===== config.mk =====
export PLATFORM = sky130hd
export DESIGN_NAME = alu_seq
export DESIGN_NICKNAME = d
export VERILOG_FILES = /design/src/rtl/alu_seq.sv
export SDC_FILE = /design/constraint.sdc
export NUM_CORES = 1
export LEC_CHECK = 0
export CELL_PAD_IN_SITES_DETAIL_PLACEMENT = 1
export CELL_PAD_IN_SITES_GLOBAL_PLACEMENT = 1
export CORE_MARGIN = 2
export CORE_UTILIZATION = 43
export DETAILED_ROUTE_END_ITERATION = 8
export DONT_BUFFER_PORTS = 1
export PLACE_DENSITY_LB_ADDON = 0.1
export REMOVE_ABC_BUFFERS = 1
export SLEW_MARGIN = 20
export SYNTH_ARGS = -nofsm -noshare
export SYNTH_HDL_FRONTEND = slang
export SYNTH_SLANG_ARGS = --single-unit

===== constraint.sdc =====
create_clock -name clk -period 3.85 [get_ports clk]
set_clock_uncertainty 0.05 [all_clocks]
set_input_delay 0.77 -clock clk [delete_from_list [all_inputs] [get_ports clk]]
set_output_delay 0.77 -clock clk [all_outputs]
set_load 0.02 [all_outputs]

===== src/rtl/alu_seq.sv =====
// ---------------------------------------------------------------------------
// alu_seq : registered picoMIPS ALU
//   Single-cycle pass/add/sub, plus an N-cycle shift-add unsigned multiplier
//   that returns either half of the full 2N-bit product.
//
//   clk        rising-edge clock
//   n_reset    synchronous reset, active low
//   start      issue an operation (ignored while busy)
//   func       000 RA, 001 RB, 010 ADD, 011 SUB, 100 MULL, 101 MULH, 11x RA
//   a_sel      00/11 a_in, 01 switches[N-1:0], 10 {N{switches[N]}}
//   b_sel      same coding as a_sel, applied to b_in
//   a_in       register operand A
//   b_in       register operand B
//   switches   external switch inputs (N+1 bits)
//   immediate  instruction immediate
//   imm        1: B operand is the immediate (overrides b_sel)
//   busy       multiply in progress
//   done       one-cycle pulse when result/flags are updated
//   result     registered result, held between done pulses
//   flags      registered {V,N,Z,C}, held between done pulses
// ---------------------------------------------------------------------------
module alu_seq #(
    parameter int N = 8
) (
    input  logic         clk,
    input  logic         n_reset,
    input  logic         start,
    input  logic [2:0]   func,
    input  logic [1:0]   a_sel,
    input  logic [1:0]   b_sel,
    input  logic [N-1:0] a_in,
    input  logic [N-1:0] b_in,
    input  logic [N:0]   switches,
    input  logic [N-1:0] immediate,
    input  logic         imm,
    output logic         busy,
    output logic         done,
    output logic [N-1:0] result,
    output logic [3:0]   flags
);

    localparam int CW = $clog2(N);

    typedef enum logic {IDLE, MUL} state_t;

    state_t          state, state_n;
    logic [N-1:0]    opa, opb;
    logic [N:0]      sum_add, sum_sub;
    logic [N-1:0]    alu_res;
    logic            alu_v, alu_c;
    logic            is_mul;

    logic [2*N-1:0]  acc, acc_n, acc_step;
    logic [2*N-1:0]  mcand, mcand_n;
    logic [N-1:0]    mplier, mplier_n;
    logic [CW-1:0]   cnt, cnt_n;
    logic            hi_q, hi_n;
    logic            done_n;
    logic [N-1:0]    result_n;
    logic [3:0]      flags_n;

    function automatic logic [3:0] mk_flags(input logic v, input logic [N-1:0] r,
                                            input logic c);
        return {v, r[N-1], (r == '0), c};
    endfunction

    // Operand selection
    always_comb begin
        case (a_sel)
            2'b01:   opa = switches[N-1:0];
            2'b10:   opa = {N{switches[N]}};
            default: opa = a_in;
        endcase
        if (imm) begin
            opb = immediate;
        end else begin
            case (b_sel)
                2'b01:   opb = switches[N-1:0];
                2'b10:   opb = {N{switches[N]}};
                default: opb = b_in;
            endcase
        end
    end

    // Single-cycle datapath
    assign sum_add = {1'b0, opa} + {1'b0, opb};
    assign sum_sub = {1'b0, opa} + {1'b0, ~opb} + (N+1)'(1);
    assign is_mul  = (func[2:1] == 2'b10);

    always_comb begin
        alu_res = opa;
        alu_v   = 1'b0;
        alu_c   = 1'b0;
        case (func)
            3'b001: alu_res = opb;
            3'b010: begin
                alu_res = sum_add[N-1:0];
                alu_c   = sum_add[N];
                alu_v   = (opa[N-1] == opb[N-1]) && (sum_add[N-1] != opa[N-1]);
            end
            3'b011: begin
                alu_res = sum_sub[N-1:0];
                alu_c   = sum_sub[N];
                alu_v   = (opa[N-1] != opb[N-1]) && (sum_sub[N-1] != opa[N-1]);
            end
            default: alu_res = opa;
        endcase
    end

    // One shift-add step: multiplier consumed LSB-first, multiplicand shifts left
    assign acc_step = acc + (mplier[0] ? mcand : '0);

    // Next-state and datapath updates
    always_comb begin
        state_n  = state;
        acc_n    = acc;
        mcand_n  = mcand;
        mplier_n = mplier;
        cnt_n    = cnt;
        hi_n     = hi_q;
        done_n   = 1'b0;
        result_n = result;
        flags_n  = flags;
        case (state)
            IDLE: begin
                if (start) begin
                    if (is_mul) begin
                        state_n  = MUL;
                        acc_n    = '0;
                        cnt_n    = '0;
                        mcand_n  = {{N{1'b0}}, opa};
                        mplier_n = opb;
                        hi_n     = func[0];
                    end else begin
                        done_n   = 1'b1;
                        result_n = alu_res;
                        flags_n  = mk_flags(alu_v, alu_res, alu_c);
                    end
                end
            end
            MUL: begin
                acc_n    = acc_step;
                mcand_n  = mcand << 1;
                mplier_n = mplier >> 1;
                cnt_n    = cnt + CW'(1);
                if (cnt == CW'(N-1)) begin
                    state_n = IDLE;
                    done_n  = 1'b1;
                    if (hi_q) begin
                        result_n = acc_step[2*N-1:N];
                        flags_n  = mk_flags(1'b0, acc_step[2*N-1:N], 1'b0);
                    end else begin
                        result_n = acc_step[N-1:0];
                        flags_n  = mk_flags(1'b0, acc_step[N-1:0],
                                            (acc_step[2*N-1:N] != '0));
                    end
                end
            end
            default: state_n = IDLE;
        endcase
    end

    always_ff @(posedge clk) begin
        if (!n_reset) begin
            state  <= IDLE;
            acc    <= '0;
            mcand  <= '0;
            mplier <= '0;
            cnt    <= '0;
            hi_q   <= 1'b0;
            done   <= 1'b0;
            result <= '0;
            flags  <= '0;
        end else begin
            state  <= state_n;
            acc    <= acc_n;
            mcand  <= mcand_n;
            mplier <= mplier_n;
            cnt    <= cnt_n;
            hi_q   <= hi_n;
            done   <= done_n;
            result <= result_n;
            flags  <= flags_n;
        end
    end

    assign busy = (state == MUL);

endmodule

==> key figures <==
Synth
  • Synth area leaders: dfxtp_1 25%, ha_1 10%, nor2b_1 7.0%
  • Async set-reset flop share out of synthesis: 0%
  • Synth Instances: 576
  • Yosys warning count: 0
  • Primary FF master, synth: dfxtp_1
  • Mapped Area: 4540 sq um
  • Register area share after synthesis: 25.1%
  • Synthesized area per cell: 7.89 sq um
  • Post-synthesis cell type count: 66
  • Post-synth top area cell: dfxtp_1
  • Post-synth top area share: 25.1%
  • Post-synth EDFFs: 0
  • Seq cells post-synth: 57

Global route
  • First-pass GRT wire length: 23,900 um
  • Total Routing Usage GR: 26.2%
  • Vias in the first global route: 4,612
  • Grt total ovfl: 0
  • Initial antenna violation count: 0
  • Largest net degree at the start of global routing: 60

Critical path
  • Kind of critical path: in2reg
  • CP endpoint kind: register
  • CP Launch Type: primary input
  • R2R cell count: 10
  • Crit path from: b_sel[0]
  • Worst path required time: 4.04 ns
  • Worst path arrival time: 3.80 ns
  • CP Max Fanout: 9
  • RR Startpoint: mplier[0]$_SDFFE_PN0P_

CTS
  • Clock Latency Late Sink: 0.35 ns
  • Post-CTS Repair Setup Buffers: 0
  • Clk buf depth: 2
  • CTS sink cnt: 57
  • Clk slew on worst S/H paths: 0.07 ns
  • H-tree levels: 3
  • Clk Tree Root Cell: clkbuf_8
  • Num CTS Buffers: 9
  • CTS tree: built

Timing
  • Final hold vios: 0
  • Highest clock rate: 277 MHz
  • Slew margin rel.: 39.3%
  • Setup-failing EPs final: 0
  • Fin crit share: 93.6%
  • Final setup margin: 0.245 ns
  • RSZ-0062 raised after global routing: no
  • Final Max Slew Viols: 0
  • Pin slew with the least headroom to its limit: 0.910 ns
  • Fin crit period: 3.60 ns

Placed design
  • Area post-placement: 4930 sq um
  • Post-DP HPWL: 11,100 um
  • Gpl congestion: 0.867
  • Place WS: -0.190 ns
  • Placed cell count: 723
  • Port buffer count: 0

Drt
  • Vias: 4,490
  • # DRC: 0
  • Vias per cell: 6.08
  • Final antenna-violating net count: 0
  • Iteration-0 DRC Markers: 268
  • WL final: 14,500 um
  • First drt pass iteration count: 5
  • WL per Instance: 19.6 um

Floorplan
  • Ports: 58
  • Die X-Extent: 107 um
  • Floorplan Core Area: 10,300 sq um
  • Die area: 11,400 sq um
  • Initial core utilization: 44.2%
  • Die H: 107 um
  • Cell Rows: 37

Power
  • PwrDens: 332 nW/um^2
  • Sw Ratio: 33.2%
  • Logic gate share of total power: 29.3%
  • Internal: 1.14 mW
  • Max IR drop VDD: 0.153 mV
  • Tot Pwr: 1.71 mW
  • NetSw: 0.569 mW
  • Flop pwr share: 37.1%
  • Leak Pwr: 2.07 nW
  • Clock network fraction of design power: 33.6%

Layout
  • Fin util: 50.2%
  • Nets: 683
  • Share of post-route cells with drive strength above 1: 13.3%
  • Commonest non-fill, non-tap cell in the layout: dfxtp_1
  • Post-route cell area: 5150 sq um
  • Final cell count without fillers: 739
  • P&R area growth vs syn: 13.5%
  • Antenna cells: 0
  • Most frequent cells in the layout: 56 x dfxtp_1, 51 x nand2_1, 51 x nor2b_1

Worst hold path
  • Class of the worst hold path: reg2reg
  • Worst Hold Depth: 2
  • Min-delay src: acc[15]$_SDFFE_PN0P_

Run status
  • Status: finished, final reports clean

Flow run
  • Max-cap violations: 0
## per-stage QoR
stage               TNS [ns]  hold slack [ns]
finish                     0            0.454
global route               0            0.473
CTS                        0            0.459
detailed placement    -0.488            0.440
global placement     -0.0805            0.422
floorplan                  0            0.411
## area by class of cell
cell class	instances	area (sq um)
Tap cell	136	170
Timing Repair Buffer	46	345
Inverter	33	124
Fill cell	1316	5120
Sequential cell	57	1140
Clock inverter	5	55.1
Multi-Input combinational cell	451	3180
Clock buffer	11	141
## synthesized netlist by cell type (3+ instances only)
cell type	number
a222oi_1	14
o211ai_1	8
a21oi_1	38
fa_1	3
a221oi_1	8
o21bai_1	5
a211oi_1	4
a21o_1	4
a211o_1	4
o21ai_1	4
nor3_1	12
a21boi_0	7
nor2b_1	51
nand2_1	51
o31ai_1	7
xor2_1	5
inv_1	33
dfxtp_1	57
nor2_1	30
ha_1	38
nand3_1	9
o21ai_0	26
a31oi_1	4
clkbuf_1	26
mux2i_1	5
or3_1	3
o21a_1	4
buf_2	5
a22oi_1	34
and2_1	19
xnor2_1	14
o22ai_1	3
## power by group through the flow
stage | Combinational [mW] | Clock [mW] | Sequential, mW
2_1_floorplan | 0.291 | 0 | 0.648
3_3_place_gp | 0.471 | 0 | 0.648
3_5_place_dp | 0.488 | 0 | 0.649
4_1_cts | 0.491 | 0.581 | 0.635
5_1_grt | 0.550 | 0.607 | 0.638
6_report | 0.502 | 0.576 | 0.635
## worst paths after layout
path                           endpoint  slack, ns
setup / recovery  flags[2]$_SDFFE_PN0P_       0.25
hold / removal     acc[15]$_SDFFE_PN0P_       0.45
setup reg to reg  flags[1]$_SDFFE_PN0P_       0.52
hold reg to reg    acc[15]$_SDFFE_PN0P_       0.45
## cells by family after synthesis
| group | Yosys count | share of synthesized area, % |
|---|---|---|
| AOI/OAI and AO/OA | 195 | 30.2 |
| and+or+nand+nor | 188 | 21.2 |
| buffers and inverters | 68 | 6.01 |
| DFF | 57 | 25.1 |
| adders and majority gates | 41 | 11.8 |
| xor gates and xnor gates | 20 | 4.02 |
| muxes | 7 | 1.60 |
## routing by layer
layer | vias up | track usage [%] | share of wire (%)
met1 | 2215 | 36.4 | 49
met4 | 0 | 7.24 | 1.6
li1 | 2153 | - | -
met5 | - | 0 | 0
met2 | 100 | 42.5 | 45
met3 | 22 | 3.77 | 3.7
## critical path, stage by stage
cell,delay [ns]
inv_1,0.02
ha_1,0.39
buf_4,0.20
nor2_1,0.10
a21oi_1,0.05
o21ai_0,0.20
buf_4,0.19
ha_1,0.30
nor3_1,0.21
a221oi_2,0.11
a221o_1,0.32
mux2i_1,0.18
xor2_1,0.21
a211oi_2,0.10
and2_1,0.21
o31a_1,0.23
## flip-flops by register name, indices dropped and copies added, names as in the netlist, 3 cells and up
register	flops
acc	16
flags	4
mplier	8
cnt	3
result	7
mcand	16
## repair_timing
item / in CTS / in global routing
hold buffers: 0 / 0
setup endpoints to repair: 0 / 3
resized for setup: 0 / 5
No activity file was read; power rests on OpenSTA's default activity.
